===== config.mk =====
export PLATFORM = sky130hd
export DESIGN_NAME = math_challenge
export DESIGN_NICKNAME = d
export VERILOG_FILES = /design/src/rtl/math_challenge.sv
export SDC_FILE = /design/constraint.sdc
export NUM_CORES = 1
export LEC_CHECK = 0
export CORE_MARGIN = 3
export CORE_UTILIZATION = 30
export CTS_CLUSTER_DIAMETER = 200
export DETAILED_ROUTE_END_ITERATION = 16
export GPL_ROUTABILITY_DRIVEN = 0
export GPL_TIMING_DRIVEN = 0
export PLACE_DENSITY = 0.48
export SLEW_MARGIN = 10
export SYNTH_ARGS = -nofsm -noshare
export SYNTH_HDL_FRONTEND = slang
export SYNTH_SLANG_ARGS = --single-unit

===== constraint.sdc =====
create_clock -name clock -period 3.8 [get_ports clock]
set_input_delay 0.76 -clock clock [delete_from_list [all_inputs] [get_ports clock]]
set_output_delay 0.76 -clock clock [all_outputs]
set_load 0.005 [all_outputs]

===== src/rtl/math_challenge.sv =====
// Arithmetic challenge for the alarm clock: draws two random operands and collects decimal digits.
// It pulses alarm_off on a correct sum, or pulses wrong and bumps a saturating miss count otherwise.
module math_challenge #(
  parameter int unsigned MAX_OPERAND    = 49,
  parameter logic [15:0] SEED           = 16'hACE1,
  parameter bit          REGEN_ON_WRONG = 1'b1
) (
  input  logic       clock,
  input  logic       reset,
  input  logic       alarm_on,
  input  logic       digit_valid,
  input  logic [3:0] digit,
  input  logic       enter,
  input  logic       clear,
  output logic [6:0] question_a,
  output logic [6:0] question_b,
  output logic [6:0] question_c,
  output logic       alarm_off,
  output logic       wrong,
  output logic       asking,
  output logic [3:0] wrong_count
);

  typedef enum logic [2:0] {IDLE, GEN_A, GEN_B, ASK, CHECK, DONE} state_t;

  localparam logic [5:0] MAX_OP = MAX_OPERAND[5:0];

  state_t      state_q, state_d;
  logic [15:0] lfsr_q, lfsr_d;
  logic [6:0]  qa_q, qa_d, qb_q, qb_d, qc_q, qc_d;
  logic [1:0]  cnt_q, cnt_d;
  logic [3:0]  wcnt_q, wcnt_d;

  logic [5:0]  cand;
  logic        cand_ok;
  logic [10:0] qc_ext;
  logic        digit_ok;
  logic [7:0]  sum;
  logic        correct;

  // Free-running Fibonacci LFSR, taps 16/14/13/11.
  assign lfsr_d   = {lfsr_q[14:0], lfsr_q[15] ^ lfsr_q[13] ^ lfsr_q[12] ^ lfsr_q[10]};
  assign cand     = lfsr_q[5:0];
  assign cand_ok  = (cand <= MAX_OP);
  assign qc_ext   = ({4'd0, qc_q} * 11'd10) + {7'd0, digit};
  assign digit_ok = digit_valid && (digit <= 4'd9) && (cnt_q != 2'd3) && (qc_ext <= 11'd127);
  assign sum      = {1'b0, qa_q} + {1'b0, qb_q};
  assign correct  = (cnt_q != 2'd0) && ({1'b0, qc_q} == sum);

  always_comb begin
    state_d   = state_q;
    qa_d      = qa_q;
    qb_d      = qb_q;
    qc_d      = qc_q;
    cnt_d     = cnt_q;
    wcnt_d    = wcnt_q;
    alarm_off = 1'b0;
    wrong     = 1'b0;
    asking    = 1'b0;

    case (state_q)
      IDLE: begin
        if (alarm_on) begin
          state_d = GEN_A;
          wcnt_d  = 4'd0;
        end
      end
      GEN_A: begin
        if (cand_ok) begin
          qa_d    = {1'b0, cand};
          state_d = GEN_B;
        end
      end
      GEN_B: begin
        if (cand_ok) begin
          qb_d    = {1'b0, cand};
          qc_d    = 7'd0;
          cnt_d   = 2'd0;
          state_d = ASK;
        end
      end
      ASK: begin
        asking = 1'b1;
        if (clear) begin
          qc_d  = 7'd0;
          cnt_d = 2'd0;
        end else if (enter) begin
          state_d = CHECK;
        end else if (digit_ok) begin
          qc_d  = qc_ext[6:0];
          cnt_d = cnt_q + 2'd1;
        end
      end
      CHECK: begin
        if (correct) begin
          alarm_off = 1'b1;
          state_d   = DONE;
        end else begin
          wrong = 1'b1;
          if (wcnt_q != 4'hF) wcnt_d = wcnt_q + 4'd1;
          qc_d    = 7'd0;
          cnt_d   = 2'd0;
          state_d = REGEN_ON_WRONG ? GEN_A : ASK;
        end
      end
      DONE: ;
      default: state_d = IDLE;
    endcase

    // Dropping alarm_on outside IDLE abandons the question without any verdict pulse.
    if (state_q != IDLE && !alarm_on) begin
      state_d   = IDLE;
      qa_d      = 7'd0;
      qb_d      = 7'd0;
      qc_d      = 7'd0;
      cnt_d     = 2'd0;
      wcnt_d    = wcnt_q;
      alarm_off = 1'b0;
      wrong     = 1'b0;
    end
  end

  always_ff @(posedge clock or negedge reset) begin
    if (!reset) begin
      state_q <= IDLE;
      lfsr_q  <= SEED;
      qa_q    <= 7'd0;
      qb_q    <= 7'd0;
      qc_q    <= 7'd0;
      cnt_q   <= 2'd0;
      wcnt_q  <= 4'd0;
    end else begin
      state_q <= state_d;
      lfsr_q  <= lfsr_d;
      qa_q    <= qa_d;
      qb_q    <= qb_d;
      qc_q    <= qc_d;
      cnt_q   <= cnt_d;
      wcnt_q  <= wcnt_d;
    end
  end

  assign question_a  = qa_q;
  assign question_b  = qb_q;
  assign question_c  = qc_q;
  assign wrong_count = wcnt_q;

endmodule


==> impl_summary.txt <==
----------------------------------------------------
[Outcome]
  Run status ... completed

[Place]
  Hpwl dp ... 4737 µm
  Count of buffers inserted at the top-level ports ... 35
  Worst slack at placement ... 0.1666 ns
  Instance area after placement ... 3259 µm²

[STA]
  Final Setup Violations ... 0
  Final Slew Violations ... 0
  Fin crit share ... a little over nine tenths
  Post-layout worst setup margin ... 0.1117 ns
  Fin crit period ... 3.688 ns
  Unrepaired setup endpoints after global routing ... no
  Final hold violation count ... 0
  Worst Hold Slack ... ~0.35 ns
  Worst relative slew slack ... approximately 54%
  Highest clock rate ... between 0.2 and 0.3 GHz
  Final setup skew ... 0.004782 ns
  Slew @ Worst Pin ... 0.6898 ns

[GRT]
  Via count of the first global-routing pass ... roughly 2100
  Total routing resource utilization after global routing ... 12.96%
  GR Overflow Total ... 0
  Pin count of the biggest net entering global routing ... 25
  Initial antenna violation count ... 0
  Wire length of the first global-routing pass ... 10670 µm

[Hold path]
  Hold path depth ... 0
  Launch instance of the worst min-delay path ... lfsr_q[8]$_DFF_PN0_
  Hold endpoint ... lfsr_q[9]$_DFF_PN0_
  Hold/Removal Path Class ... flip-flop to flip-flop

[Pwr]
  Worst-case vdd ir drop ... 308.5 µV
  Static leakage ... 1.526 nW
  P per Cell Area ... 459.4 nW/µm²

[Critical path]
  R2R setup slack ... around 0.68 ns
  Kind of capture point of the worst setup path ... output port
  Signal arrival time at the worst endpoint ... roughly 2.9 ns
  Data required time of the critical path ... 3.04 ns
  CP Max Fanout ... 5
  Startpoint of the worst register-to-register path ... question_c[1]$_DFFE_PN0P_
  Worst reg2reg path endpoint ... cnt_q[0]$_DFFE_PN0P_
  Type of element launching the critical path ... flip-flop
  Critical path start-end classification ... flip-flop to output port
  Number of cells on the worst reg-to-reg path ... 9

[Die]
  Vertical die dimension ... 101.7 µm
  Number of placed I/O pins ... 38
  Standard-cell rows ... 34
  Initial Utilization ... ~31%
  Core area ... just under 9000 µm²
  Die Footprint ... ~10000 µm²
  Floorplan die width ... ~100 µm

[Synthesis]
  Post-synth EDFFs ... 0
  Post-synthesis instance area ... approximately 2700 µm²
  Dominant synthesized flop cell ... dfrtp_1
  Portion of netlist area occupied by mux cells ... approximately 3.7%
  Share of flip-flops with an asynchronous set or reset ... 100.0%
  Number of synthesized register bits ... between 40 and 50
  Largest family of logic cells by synthesized area ... simple AND/OR/NAND/NOR gates
  Adder-cell share of the synthesized area ... 12.20%
  Synthesized area per cell ... 10.03 µm²
  Post-synthesis sequential area ratio ... between 40% and 50%
  Yosys warning count ... 0
  Top area cells in the synthesized netlist ... dfrtp_1 (33%), ha_1 (10%), dfstp_2 (7.7%), mux2_2 (3.7%), xnor2_1 (3.2%)
  Synth top cells by count ... dfrtp_1 (36), ha_1 (22), inv_1 (20)
  Top cell type by total area after synthesis ... dfrtp_1
  Share of synthesized cell area in and, or, nand and nor gates ... 16.85%
  Cell variety after synth ... 57
  Xor-xnor portion of the synthesized cell area ... 5.100%
  Top cell type's share of synthesized area ... 32.79%
  Cells after synthesis ... 274
  Fraction of the mapped netlist area in compound gates ... 16.71%
  Top-count cell post-synth ... dfrtp_1

[Detailed routing]
  Count of vias placed by the detailed router ... 2138
  Antenna viol nets, final ... 0
  Via density per instance ... 4.949
  Wire length after detailed routing ... 6356 µm
  DRC violations left ... 0
  First-pass iteration count of the detailed router ... 4
  Average wire length per cell after detail routing ... 14.71 µm
  Detailed router's first-iteration violation count ... between 70 and 80

[Layout]
  Total area of multi-input combinational cells ... about 1500 µm²
  Final Cell Area ... roughly 3400 µm²
  Storage cell area ... 1111 µm²
  Number of nets in the layout ... 358
  Number of filler cells placed in the layout ... 875
  Area growth from synthesis to layout ... 25.36%
  Diode count ... 0
  Share of layout cells above drive strength 1 ... 16.05%

[Clock network]
  Cell at the root of the clock tree ... clkbuf_8
  TritonCTS clock tree ... done
  CTS max path bufs ... 2
  Post-CTS Hold Fix Bufs ... 0
  CTS clock-pin slew for the worst setup and hold paths ... 0.09 ns
  TritonCTS sink count ... 44
  Clock latency of the later-clocked register in the worst-skew pair ... 0.30 ns
  Number of clock buffers inserted by TritonCTS ... 5
  H-tree levels ... 2

[Flow run]
  Max-capacitance violation count ... 0

----------------------------------------------------
## worst max-delay path by stage
stage | from | end | slack (ns) | cells past startpoint
finish | question_a[0]$_DFFE_PN0P_ | wrong | 0.11 | 12
global placement | alarm_on | alarm_off | 0.16 | 7
floorplan | question_a[0]$_DFFE_PN0P_ | wrong | 0.83 | 10
detailed placement | alarm_on | alarm_off | 0.17 | 7
CTS | question_a[0]$_DFFE_PN0P_ | alarm_off | -0.14 | 11
global route | question_a[0]$_DFFE_PN0P_ | wrong | 0.003 | 12
## layout make-up
cell class | instances | share of cell area, %
multi-input cells | 200 | 44.75
flip-flops and latches | 44 | 32.26
repair buffers | 41 | 11.84
well taps | 108 | 3.923
inverters | 20 | 2.179
clock buffers | 5 | 1.998
plain buffers | 11 | 1.707
clock inverters | 3 | 1.344
## flip-flops by register name (all words and copies together) (netlist names)
register / flops
lfsr_q: 16
question_c: 7
question_a: 6
question_b: 6
wrong_count: 4
state_q: 3
cnt_q: 2
## layout by cell type, fill, tap and decap left out, types with 3 or more instances in the layout
cell and instances:
buf_4 7, and4b_1 3, dfstp_2 8, mux2_2 9, nand3_1 11, xor2_1 6
a21oi_1 16, and2_1 9, ha_1 22, nor2b_1 5, clkdlybuf4s50_1 32, o21ai_0 11
inv_1 19, o211ai_1 8, xnor2_1 9, nor3_1 3, buf_2 3, dfrtp_1 36
clkbuf_8 5, nand4_1 3, nor2_1 17, clkbuf_1 5, nand2_1 17
## layer usage
| layer | track usage [%] | share of wire, % | vias up |
|---|---|---|---|
| met1 | 17.87 | 50 | 1031 |
| met3 | 2.410 | 3.1 | 5 |
| met2 | 20.93 | 46 | 31 |
| li1 | - | - | 1071 |
| met4 | 3.374 | 0.71 | 0 |
| met5 | 0 | 0 | - |
## critical path: stages (launching register included)
cell	delay (ns)
dfrtp_1	0.41
ha_1	0.22
inv_1	0.07
fa_2	0.21
and3b_2	0.23
or2_1	0.25
a211o_1	0.29
and4b_1	0.23
buf_6	0.14
buf_4	0.14
and2_4	0.17
nor3_4	0.14
clkbuf_2	0.13
## cells by family (layout without fill, tap and decap cells)
logic type / count (synthesis) / count (layout)
DFF: 44 / 44
other: 1 / 2
buffers and inverters: 31 / 80
AOI/OAI and AO/OA: 62 / 62
adders and majority gates: 25 / 25
muxes: 9 / 9
and+or+nand+nor: 86 / 86
xor gates and xnor gates: 16 / 16
## report_power, final
part / internal, mW / switching [mW]
Sequential: 0.512 / 0.0441
Clock: 0.198 / 0.175
Combinational: 0.278 / 0.375
Total: 0.988 / 0.594
## what timing repair did
item,in CTS,in global routing
pin swaps,0,1
cloned,0,0
setup endpoints to repair,2,2
setup buffers,0,5
resized for setup,3,11
hold endpoints to repair,0,0
## through the flow
stage	TNS, ns	power, mW	utilization [%]	std cells
6_report	0	1.583	39.12	432
3_5_place_dp	0	1.182	37.01	419
4_1_cts	-0.1391	1.565	38.38	427
5_1_grt	0	1.699	39.12	432
2_1_floorplan	0	0.9833	-	275
3_3_place_gp	0	1.181	36.76	418
(Power assumes the default switching activity.)
